[src/rtl/dsp_result_drain.sv]
// Result drain for the DSP48A1 model: captures {CARRYOUT, P} into a 2-entry FIFO
// and serialises each word as three 18-bit beats on a valid/ready bus.
module dsp_result_drain #(
  parameter bit CARRY_EN  = 1'b1,
  parameter bit MSB_FIRST = 1'b0
) (
  input  logic        CLK,
  input  logic        RSTN,
  input  logic        CLR,
  input  logic [47:0] P,
  input  logic        CARRYOUT,
  input  logic        PVALID,
  input  logic        CEP,
  output logic        PREADY,
  output logic [17:0] DOUT,
  output logic        DVALID,
  input  logic        DREADY,
  output logic        DLAST,
  output logic        OVERFLOW
);

  typedef enum logic [1:0] {S_IDLE, S_B0, S_B1, S_B2} state_t;

  state_t      r_state;
  state_t      w_state_nxt;
  logic [48:0] r_mem [2];
  logic        r_wr_ptr;
  logic        r_rd_ptr;
  logic [1:0]  r_count;
  logic [17:0] r_dout;
  logic [17:0] w_dout_nxt;
  logic        r_dlast;
  logic        w_dlast_nxt;
  logic        r_ovf;

  logic        w_pready;
  logic [48:0] w_wdata;
  logic        w_wr;
  logic        w_pop;
  logic [48:0] w_head;
  logic [48:0] w_next_head;
  logic        w_more;

  // Emission slot e (0..2) maps to a beat index; MSB_FIRST reverses the order.
  function automatic logic [17:0] beat_of(input logic [48:0] word, input logic [1:0] e);
    logic [1:0] idx;
    idx = MSB_FIRST ? (2'd2 - e) : e;
    case (idx)
      2'd0:    beat_of = word[17:0];
      2'd1:    beat_of = word[35:18];
      default: beat_of = {5'b0, word[48] & CARRY_EN, word[47:36]};
    endcase
  endfunction

  assign w_pready = RSTN && (r_count != 2'd2);
  assign w_wdata  = {CARRYOUT, P};
  assign w_wr     = PVALID & CEP & w_pready & ~CLR;
  assign w_pop    = (r_state == S_B2) & DREADY;
  assign w_head   = r_mem[r_rd_ptr];
  // After a pop the new head is either the second stored word or the word landing this edge.
  assign w_next_head = (r_count == 2'd2) ? r_mem[~r_rd_ptr] : w_wdata;
  assign w_more      = (r_count == 2'd2) | w_wr;

  // NOTE: storage has no reset; the count and pointers alone define which entries are valid.
  always_ff @(posedge CLK) begin
    if (w_wr) r_mem[r_wr_ptr] <= w_wdata;
  end

  // NOTE: sequential state uses non-blocking assignments so all flops update from pre-edge values.
  always_ff @(posedge CLK or negedge RSTN) begin
    if (!RSTN) begin
      r_wr_ptr <= 1'b0;
      r_rd_ptr <= 1'b0;
      r_count  <= 2'd0;
      r_ovf    <= 1'b0;
    end else if (CLR) begin
      r_wr_ptr <= 1'b0;
      r_rd_ptr <= 1'b0;
      r_count  <= 2'd0;
      r_ovf    <= 1'b0;
    end else begin
      if (w_wr)  r_wr_ptr <= r_wr_ptr + 1'b1;
      if (w_pop) r_rd_ptr <= r_rd_ptr + 1'b1;
      case ({w_wr, w_pop})
        2'b10:   r_count <= r_count + 2'd1;
        2'b01:   r_count <= r_count - 2'd1;
        default: r_count <= r_count;
      endcase
      if (PVALID && CEP && !w_pready) r_ovf <= 1'b1;
    end
  end

  always_ff @(posedge CLK or negedge RSTN) begin
    if (!RSTN) begin
      r_state <= S_IDLE;
      r_dout  <= 18'd0;
      r_dlast <= 1'b0;
    end else begin
      r_state <= w_state_nxt;
      r_dout  <= w_dout_nxt;
      r_dlast <= w_dlast_nxt;
    end
  end

  // NOTE: every combinational output gets a default first so no path infers a latch.
  always_comb begin
    w_state_nxt = r_state;
    w_dout_nxt  = r_dout;
    if (CLR) begin
      w_state_nxt = S_IDLE;
      w_dout_nxt  = 18'd0;
    end else begin
      case (r_state)
        S_IDLE: if (r_count != 2'd0) begin
          w_state_nxt = S_B0;
          w_dout_nxt  = beat_of(w_head, 2'd0);
        end
        S_B0: if (DREADY) begin
          w_state_nxt = S_B1;
          w_dout_nxt  = beat_of(w_head, 2'd1);
        end
        S_B1: if (DREADY) begin
          w_state_nxt = S_B2;
          w_dout_nxt  = beat_of(w_head, 2'd2);
        end
        S_B2: if (DREADY) begin
          if (w_more) begin
            w_state_nxt = S_B0;
            w_dout_nxt  = beat_of(w_next_head, 2'd0);
          end else begin
            w_state_nxt = S_IDLE;
            w_dout_nxt  = 18'd0;
          end
        end
        default: w_state_nxt = S_IDLE;
      endcase
    end
    w_dlast_nxt = (w_state_nxt == S_B2);
  end

  assign PREADY   = w_pready;
  assign DOUT     = r_dout;
  assign DVALID   = (r_state != S_IDLE);
  assign DLAST    = r_dlast;
  assign OVERFLOW = r_ovf;

endmodule
[config.mk]
export PLATFORM = sky130hd
export DESIGN_NAME = dsp_result_drain
export DESIGN_NICKNAME = d
export VERILOG_FILES = /design/src/rtl/dsp_result_drain.sv
export SDC_FILE = /design/constraint.sdc
export NUM_CORES = 1
export LEC_CHECK = 0
export BUFFER_PORTS_ARGS = -buffer_cell sky130_fd_sc_hd__buf_2
export CORE_MARGIN = 2
export CORE_UTILIZATION = 26
export CTS_BUF_LIST = sky130_fd_sc_hd__clkbuf_4
export DETAILED_ROUTE_END_ITERATION = 6
export SYNTH_ARGS = -nofsm -noshare
export SYNTH_HDL_FRONTEND = slang
export SYNTH_SLANG_ARGS = --single-unit
[constraint.sdc]
create_clock -name CLK -period 11.3 [get_ports CLK]
set_clock_uncertainty 0.1 [all_clocks]
set_input_delay 0.565 -clock CLK [delete_from_list [all_inputs] [get_ports CLK]]
set_output_delay 0.565 -clock CLK [all_outputs]
set_load 0.01 [all_outputs]
# Word level (Yosys, flattened, before mapping)
# Memories as Yosys holds them, arrays and structs flattened.
# Cells that the tools add are included.
# classes
bitwise	7
muxes	25
addsub	4
n_reduce_logical	12
eq_ne	12
# op_table
operator	count
$mux 18	7
$pmux 18 s4	1
$mux 2	6
$ne 3x3->1 const B	4
$eq 2x2->1 const B	5
$reduce_bool 2->1	5
$mux 1	9
$pmux 2 s4	1
$and 1x1->1	4
$eq 2x1->1 const B	2
$pmux 2 s2	1
$reduce_and 4->1	1
$logic_and 1x1->1	3
$reduce_bool 3->1	1
$add 1x1->1 const B	2
$add 2x1->2 const B	1
$logic_not 2->1	1
$ne 2x2->1 const B	1
$not 1->1	2
$sub 2x1->2 const B	1
$logic_not 1->1	1
$or 1x1->1	1
# totals
inputBits	55
reg_bits	26
ramBits	98
output_inout_bits	22
memories	1
elab_cells	68
# memory_table
name	depth	word_bits	rd	rd_ports_with_merged_regs	write_ports	line_no	text
r_mem	2	49	2	0	1	26	logic [48:0] r_mem [2];

# Logic depth before layout (Yosys ltp)
# Gate-level depths: netlist of run 1.
# logic_depth
word_depth	10
mapped_depth	7
mapped_depth_nobuf	4

# Worst setup path after synthesis of run 1
# No wires, ideal clock.
# synth_timing
path_type	in2reg
from	input port PVALID
to	memory r_mem[1][0] (enable)
path_stages	3
path_slack_ps	6122
required_ps	10674
setup_time_ps	526
arrival_time_ps	4551
n_path_buf	0
cell_sequence	and2_1 -> nand3_1 -> nor3b_1
# synth_via
elab_chain_len	5
# synth_rtl
item	line_no	text
start: declaration	12	input logic PVALID,
$and 1x1->1 (3 in series)	57	assign w_wr = PVALID & CEP & w_pready & ~CLR;
$mux 1	66	if (w_wr) r_mem[r_wr_ptr] <= w_wdata;
$mux 1 (not written as such)	66	
end: declaration	26	
# No other way between the ends.

# Worst setup path after layout of run 1
# layout_timing
from	input port RSTN
to	memory r_mem[0][37] (enable)
# layout_via
elab_chain_len	5
# layout_rtl
item	line_no	text
start: declaration	8	input logic RSTN,
$logic_and 1x1->1	55	assign w_pready = RSTN && (r_count != 2'd2);
$and 1x1->1 (2 in series)	57	
$mux 1	66	
$mux 1 (not written as such)	66	
# No other way between the ends.

==> results.md, run 1 <==
- Outcome: finished, final reports clean
- Share of post-route cells with drive strength above 1: 30.2%
- Syn avg cell area: 16.1 µm²
- Max FO, Critical Path: 39
- Dominant synthesized flop cell: edfxtp_1
- Max Clk Rate: 296 MHz
- Post-Route WL: 12.0 mm
- Pin count of the biggest net entering global routing: 67
- Cell Area, Synth: 5340 µm²
- WHS Path Cells: 1
- Dpl ws: 7800 ps
- Max VDD drop: 0.0000530 V
- Die W: 147 µm
- Final setup TNS: 0 ps
- Die area: 21700 µm²
- CTS H-Tree Depth: 4
- Post-synthesis register bit count: 124
- First-pass GRT wire length: 18.6 mm
- Worst hold slack: 136 ps
- Slew Limit Fails: 0
- Core Region: 20200 µm²
- Routed wire per std cell: 17.4 µm
- Final min period: 3380 ps
- Top-area cell type share of the netlist area: 55.1%
- Yosys warns: 0
- # nets final: 463
- Detail Route Antenna Nets: 0
- DR vias/cell: 4.57
- P&R area growth vs syn: 17.9%
- # diodes: 0
- Top cells by count, synth: 98 x edfxtp_1, 51 x mux2i_1, 26 x dfrtp_1
- Port bufs: 76
- RSZ-0062 raised after global routing: no
- Syn_nets: 386
- Initial Util: 26.5%
- Crit path arrival time: 3420 ps
- Row Count: 52
- Final setup vio count: 0
- Die Height: 147 µm
- Worst EP required: 11340 ps
- 1st-iter DRT viols: 163
- Hold Path Class: primary input to flip-flop
- DRC Markers: 0
- Overflow after GRT: 0
- Endpoint class of the critical path: flip-flop
- Synth area leader: edfxtp_1
- Post-CTS Resized: 0
- Hpwl dp: 7.94 mm
- Clock sink count: 124
- Overall routing resource usage: 11.4%
- Fin worst setup slack: 7920 ps
- Synthesized instance count: 331
- Vias in the first global route: 3356
- Overall Power: 0.915 mW
- EDFF count, synth: 98
- CTS clk-pin slew, worst paths: 130 ps
- CTS tree: yes
- Post-synth cell types: 40
- Post-CTS Setup Inserts: 0
- Pwr Density: 145 nW/µm²
- Crit share post-route: 29.9%
- Register area share after synthesis: 67.3%
- Routability cong.: 0.733
- CTS max path bufs: 2
- Clock root cell: clkbuf_4
- Ports: 77
- Antenna violations before repair: 2
- CTS Buf Count: 17
- Post-synth ARST share: 21.0%
- Cell with the most instances after synthesis: edfxtp_1
- Slew headroom: 32.3%
- Top cells by area, synth: edfxtp_1 55%, dfrtp_1 12%, mux2i_1 9.6%
- Startpoint types: primary input
- FILL cells: 2041
- Detailed-route via count: 3155
- Worst slew pin tran: 1020 ps
- Worst Path Class, Setup: primary input to flip-flop
- Leak: 2.18 nW
- First-pass iteration count of the detailed router: 6
- FF-to-FF path depth: 4
- Max-Cap Viols: 0
- Fin. Hold Viols: 0
- Worst-skew pair later-pin latency: 500 ps
[logic make-up (layout without fill, tap and decap cells)]
| kind of cell | after synthesis | count (layout) | share of synthesized area (%) |
|---|---|---|---|
| compound gates | 64 | 64 | 10.3 |
| xor+xnor | 6 | 6 | 0.984 |
| buf+inv | 32 | 122 | 3.16 |
| flops | 124 | 124 | 67.3 |
| mux | 70 | 70 | 14.6 |
| simple gates | 35 | 35 | 3.59 |
[critical path, stage by stage]
cell and delay [ps]:
dlygate4sd3_1 520, buf_2 550, nand3_1 370, nor3_2 760, buf_4 590
[cells in the final DEF (no fill, tap or decap), types with 2 or more instances in the layout]
master	instances
o21ai_1	2
nand2b_1	2
edfxtp_1	98
mux2_1	9
a22o_1	18
mux2i_1	51
buf_2	76
a21oi_1	2
mux4_2	5
mux2_2	5
clkinvlp_4	4
o32ai_1	5
clkbuf_4	17
a211oi_1	5
bufinv_16	3
dfrtp_1	25
nor2b_1	5
buf_4	3
nor2_1	10
nand2_1	4
xor2_1	3
o22a_1	12
inv_6	6
nor3b_1	2
xnor2_1	3
o221ai_1	14
nand3_1	2
inv_1	10
[final cells by class]
| type | count | area, µm² | area share [%] |
|---|---|---|---|
| multi-input cells | 175 | 1590 | 25.3 |
| clock buffers | 17 | 128 | 2.03 |
| well taps | 270 | 338 | 5.37 |
| inverters | 10 | 37.5 | 0.596 |
| clock inverters | 15 | 186 | 2.96 |
| repair buffers | 80 | 413 | 6.56 |
| flip-flops and latches | 124 | 3600 | 57.2 |
[timing repair]
| item | 4_1_cts | 5_1_grt |
|---|---|---|
| hold endpoints to repair | 26 | 0 |
| hold buffers | 1 | 0 |
| setup endpoints to repair | 0 | 0 |
[layer usage]
layer  vias to the layer above  share of wire, %  routed length, µm  global-route usage (%)
met5                         -              0.18                 22                       0
met4                         4               1.8                211                    4.13
met3                        20               6.1                732                    3.82
met2                        91                49               5840                    18.9
met1                      1568                43               5220                    14.0
li1                       1472                 -                  -                       -
[report_power, final]
| part | total [mW] | leakage [nW] | switching, mW | internal [mW] |
|---|---|---|---|---|
| Combinational | 0.0644 | 0.785 | 0.0361 | 0.0284 |
| Clock | 0.338 | 0.156 | 0.181 | 0.157 |
| Sequential | 0.512 | 1.24 | 0.00911 | 0.503 |
| Total | 0.915 | 2.18 | 0.226 | 0.689 |
[state kept, by name, summed over array words and instances (netlist names)]
name,count
DOUT,18
DLAST,1
r_wr_ptr,1
r_mem,98
r_count,2
OVERFLOW,1
r_state,2
r_rd_ptr,1
[per-stage QoR]
stage	utilization, %	area [µm²]	std cells
after floorplan	-	5340	331
after global placement	29.6	5970	658
after detailed placement	29.6	5970	658
after CTS	31.2	6290	691
after global routing	31.2	6290	691
final	31.2	6290	691
[final timing paths]
kind,start,to,slack (ps)
min in group asynchronous,RSTN,DOUT[10],530
max in group asynchronous,RSTN,r_rd_ptr,10070
max reg2reg,r_count[0],r_mem[0][37],8210
min reg2reg,DOUT[0],DOUT[0],430
min,P[28],r_mem[1][28],140
max,RSTN,r_mem[0][37],7920
(Power assumes the default switching activity.)
==> run 2: changes to the inputs <==
--- a/config.mk
+++ b/config.mk
@@ -5,6 +5,7 @@
 export SDC_FILE = /design/constraint.sdc
 export NUM_CORES = 1
 export LEC_CHECK = 0
+export ABC_AREA = 1
 export BUFFER_PORTS_ARGS = -buffer_cell sky130_fd_sc_hd__buf_2
 export CORE_MARGIN = 2
 export CORE_UTILIZATION = 26
==> constraint.sdc (replaced) <==
create_clock -name CLK -period 3.2 [get_ports CLK]
set_clock_uncertainty 0.1 [all_clocks]
set_input_delay 0.16 -clock CLK [delete_from_list [all_inputs] [get_ports CLK]]
set_output_delay 0.16 -clock CLK [all_outputs]
set_load 0.01 [all_outputs]
==> results.md, run 2 <==
- Biggest register: r_mem (unchanged)
- Port bufs: 76 (unchanged)
- EDFF count, synth: 98 (unchanged)
- P&R area growth vs syn: 27.6% (was 17.9%)
- Top cells by count, synth: 192 x nand2_1, 98 x edfxtp_1, 73 x nor2_1 (was 98 x edfxtp_1, 51 x mux2i_1, 26 x dfrtp_1)
- Multi-input combinational cell area: 1690 µm² (was 1590 µm²)
- Clock sink count: 124 (unchanged)
- Inst Count DP: 901 (was 658)
- Slew Limit Fails: 0 (unchanged)
- Hold Path Class: primary input to flip-flop (unchanged)
- Pwr Density: 463 nW/µm² (was 145 nW/µm²)
- Fin. Hold Viols: 0 (unchanged)
- CP cell instances: inv_2 > nand2_2 > inv_2 > nor2_1 > buf_2 (was dlygate4sd3_1 > buf_2 > nand3_1 > nor3_2 > buf_4)
- Synthesized instance count: 567 (was 331)
- Pin count of the biggest net entering global routing: 58 (was 67)
- Max-Cap Viols: 0 (unchanged)
- Cell with the most instances after synthesis: nand2_1 (was edfxtp_1)
- Final setup TNS: 0 ps (unchanged)
- CTS Buf Count: 17 (unchanged)
- Final min period: 2410 ps
- Sequential Power Share: 55.1% (was 56.0%)
- Crit path arrival time: 2150 ps (was 3420 ps)
- Top cells by area, synth: edfxtp_1 53%, nand2_1 13%, dfrtp_1 12% (was edfxtp_1 55%, dfrtp_1 12%, mux2i_1 9.6%)
- Core Region: 21000 µm² (was 20200 µm²)
- Die Height: 150 µm (was 147 µm)
- Antenna violations before repair: 1 (was 2)
- Max Clk Rate: 415 MHz
- 1st-iter DRT viols: 347 (was 163)
- CTS clk-pin slew, worst paths: 120 ps (was 130 ps)
- Cell family with most CP delay: simple AND/OR/NAND/NOR gates (was buffers and inverters)
- FF+latch area: 3590 µm² (was 3600 µm²)
- First-pass GRT wire length: 21.0 mm (was 18.6 mm)
- Buf+Inv Stages, Crit Path: 3 (unchanged)
- Most frequent cells in the layout: 192 x nand2_1, 98 x edfxtp_1, 76 x buf_2 (was 98 x edfxtp_1, 76 x buf_2, 51 x mux2i_1)
- RSZ-0062 raised after global routing: no (unchanged)
- Commonest non-fill, non-tap cell in the layout: nand2_1 (was edfxtp_1)
- Worst Path Class, Setup: flip-flop to output pin (was primary input to flip-flop)
- Routability cong.: 0.784 (was 0.733)
- Hold path start: PVALID (was P[28])
- Overall Power: 3.27 mW (was 0.915 mW)
- Sw Ratio: 26.3% (was 24.7%)
- Post-synthesis register bit count: 124 (unchanged)
- Post-synth ARST share: 21.0% (unchanged)
- Leak: 2.96 nW (was 2.18 nW)
- R2R setup slack: 800 ps (was 8210 ps)
- R2r startpoint: r_count[0] (unchanged)
- Post-synth cell types: 26 (was 40)
- CTS max path bufs: 2 (unchanged)
- Startpoint types: flip-flop (was primary input)
- Synth area leader: edfxtp_1 (unchanged)
- Register area share after synthesis: 64.9% (was 67.3%)
- CTS tree: yes (unchanged)
- Row Count: 53 (was 52)
- Ports: 77 (unchanged)
- RR Endpoint: OVERFLOW (was r_mem[0][37])
- Psw: 0.861 mW (was 0.226 mW)
- Die area: 22500 µm² (was 21700 µm²)
- CTS H-Tree Depth: 4 (unchanged)
- Clock share of power: 34.3% (was 37.0%)
- Crit-path slowest cell: nand2_2 (was nor3_2)
- P_int: 2.41 mW (was 0.689 mW)
- WHS Path Cells: 5 (was 1)
- Final setup vio count: 0 (unchanged)
- Slew headroom: 47.8% (was 32.3%)
- First-pass iteration count of the detailed router: 5 (was 6)
- Post-CTS Resized: 0 (unchanged)
- Share of post-route cells with drive strength above 1: 18.8% (was 30.2%)
- Cell Area, Synth: 5530 µm² (was 5340 µm²)
- Overall routing resource usage: 12.5% (was 11.4%)
- Worst slew pin tran: 780 ps (was 1020 ps)
- Die W: 150 µm (was 147 µm)
- # nets final: 755 (was 463)
- Syn_nets: 622 (was 386)
- Hpwl dp: 8.93 mm (was 7.94 mm)
- Clock root cell: clkbuf_4 (unchanged)
- Detail Route Antenna Nets: 0 (unchanged)
- Worst EP required: 2940 ps (was 11340 ps)
- Worst hold slack: 30.4 ps (was 136 ps)
- CP max stage delay: 400 ps (was 760 ps)
- Max VDD drop: 0.000187 V (was 0.0000530 V)
- Overflow after GRT: 0 (unchanged)
- Vias in the first global route: 4053 (was 3356)
- Top-area cell type share of the netlist area: 53.2% (was 55.1%)
- Initial Util: 26.4% (was 26.5%)
- Syn avg cell area: 9.76 µm² (was 16.1 µm²)
- Crit share post-route: 75.3%
- Outcome: finished, final reports clean (unchanged)
- Combinational Power Share: 10.6% (was 7.0%)
- DR vias/cell: 4.30 (was 4.57)
- Worst-skew pair later-pin latency: 540 ps (was 500 ps)
- Post-Route WL: 13.5 mm (was 12.0 mm)
- Max FO, Critical Path: 23 (was 39)
- Endpoint class of the critical path: output pin (was flip-flop)
- WHS Endpoint: r_wr_ptr (was r_mem[1][28])
- FILL cells: 2198 (was 2041)
- Max reg flops: 98 (unchanged)
- Post-CTS Setup Inserts: 0 (unchanged)
- Yosys warns: 0 (unchanged)
- Dominant synthesized flop cell: edfxtp_1 (unchanged)
- DRC Markers: 0 (unchanged)
- CP most frequent cell: inv_2
- Routed wire per std cell: 13.6 µm (was 17.4 µm)
- Finished Layout Cells: 989 (was 691)
- Detailed-route via count: 4251 (was 3155)
- FF-to-FF path depth: 8 (was 4)
==> run 2: layer usage <==
layer	global-route usage (%)	vias to the layer above	routed length [µm]	part of all wire (%)
met5	0	-	0	0
met4	4.91	0	257	1.9
met3	3.54	18	818	6.1
met2	18.8	122	5990	44
met1	17.0	1949	6440	48
li1	-	2162	-	-
==> run 2: worst min-delay path, cell delays in order <==
cell	delay, ps
buf_2	90
nand2_1	80
inv_1	100
nand4_4	120
o22ai_1	80
==> run 2: worst max-delay path by stage <==
stage                from      endpoint  slack (ps)  cells after the start
2_1_floorplan  r_count[0]   r_mem[1][0]         580                      5
3_3_place_gp   r_count[0]  r_mem[0][23]         940                      5
3_5_place_dp   r_count[0]  r_mem[1][23]         910                      5
5_1_grt        r_count[0]        PREADY         570                      5
4_1_cts        r_count[0]        PREADY         760                      5
6_report       r_count[0]        PREADY         790                      5
==> run 2: kinds of logic (layout without fill, tap and decap cells) <==
logic type | count (synthesis) | count (layout) | synth area share [%]
flip-flops | 124 | 124 | 64.9
AO/OA/AOI/OAI | 79 | 79 | 7.69
buffers and inverters | 58 | 204 | 4.73
other | 0 | 1 | 0
AND/OR/NAND/NOR | 306 | 306 | 22.7
==> run 2: power by group through the flow <==
stage          combinational [mW]  clock, mW  sequential, mW
4_1_cts                     0.350       1.15            1.80
3_3_place_gp                0.294          0            1.84
6_report                    0.345       1.12            1.80
3_5_place_dp                0.296          0            1.84
2_1_floorplan               0.149          0            1.85
5_1_grt                     0.390       1.22            1.81
==> run 2: area by class of cell <==
type / count / share of cell area [%]
Multi-Input combinational cell: 385 / 24.0
Inverter: 34 / 1.81
Clock buffer: 18 / 1.91
Timing Repair Buffer: 138 / 14.3
Tap cell: 275 / 4.87
Sequential cell: 124 / 50.9
Clock inverter: 14 / 2.23
Antenna cell: 1 / 0.0354
==> run 2: what timing repair did <==
action / 4_1_cts / 5_1_grt
endpoints found under the hold margin: 150 / 0
setup endpoints to repair: 0 / 0
hold buffers: 55 / 0
==> run 2: stage by stage <==
stage                     util, %  instance area [µm²]  setup WS (ps)
final                        33.7                 7060            790
after global routing         33.7                 7060            569
after CTS                    33.7                 7060            755
after detailed placement     29.7                 6220            911
after global placement       29.7                 6220            943
after floorplan                 -                 5540            576
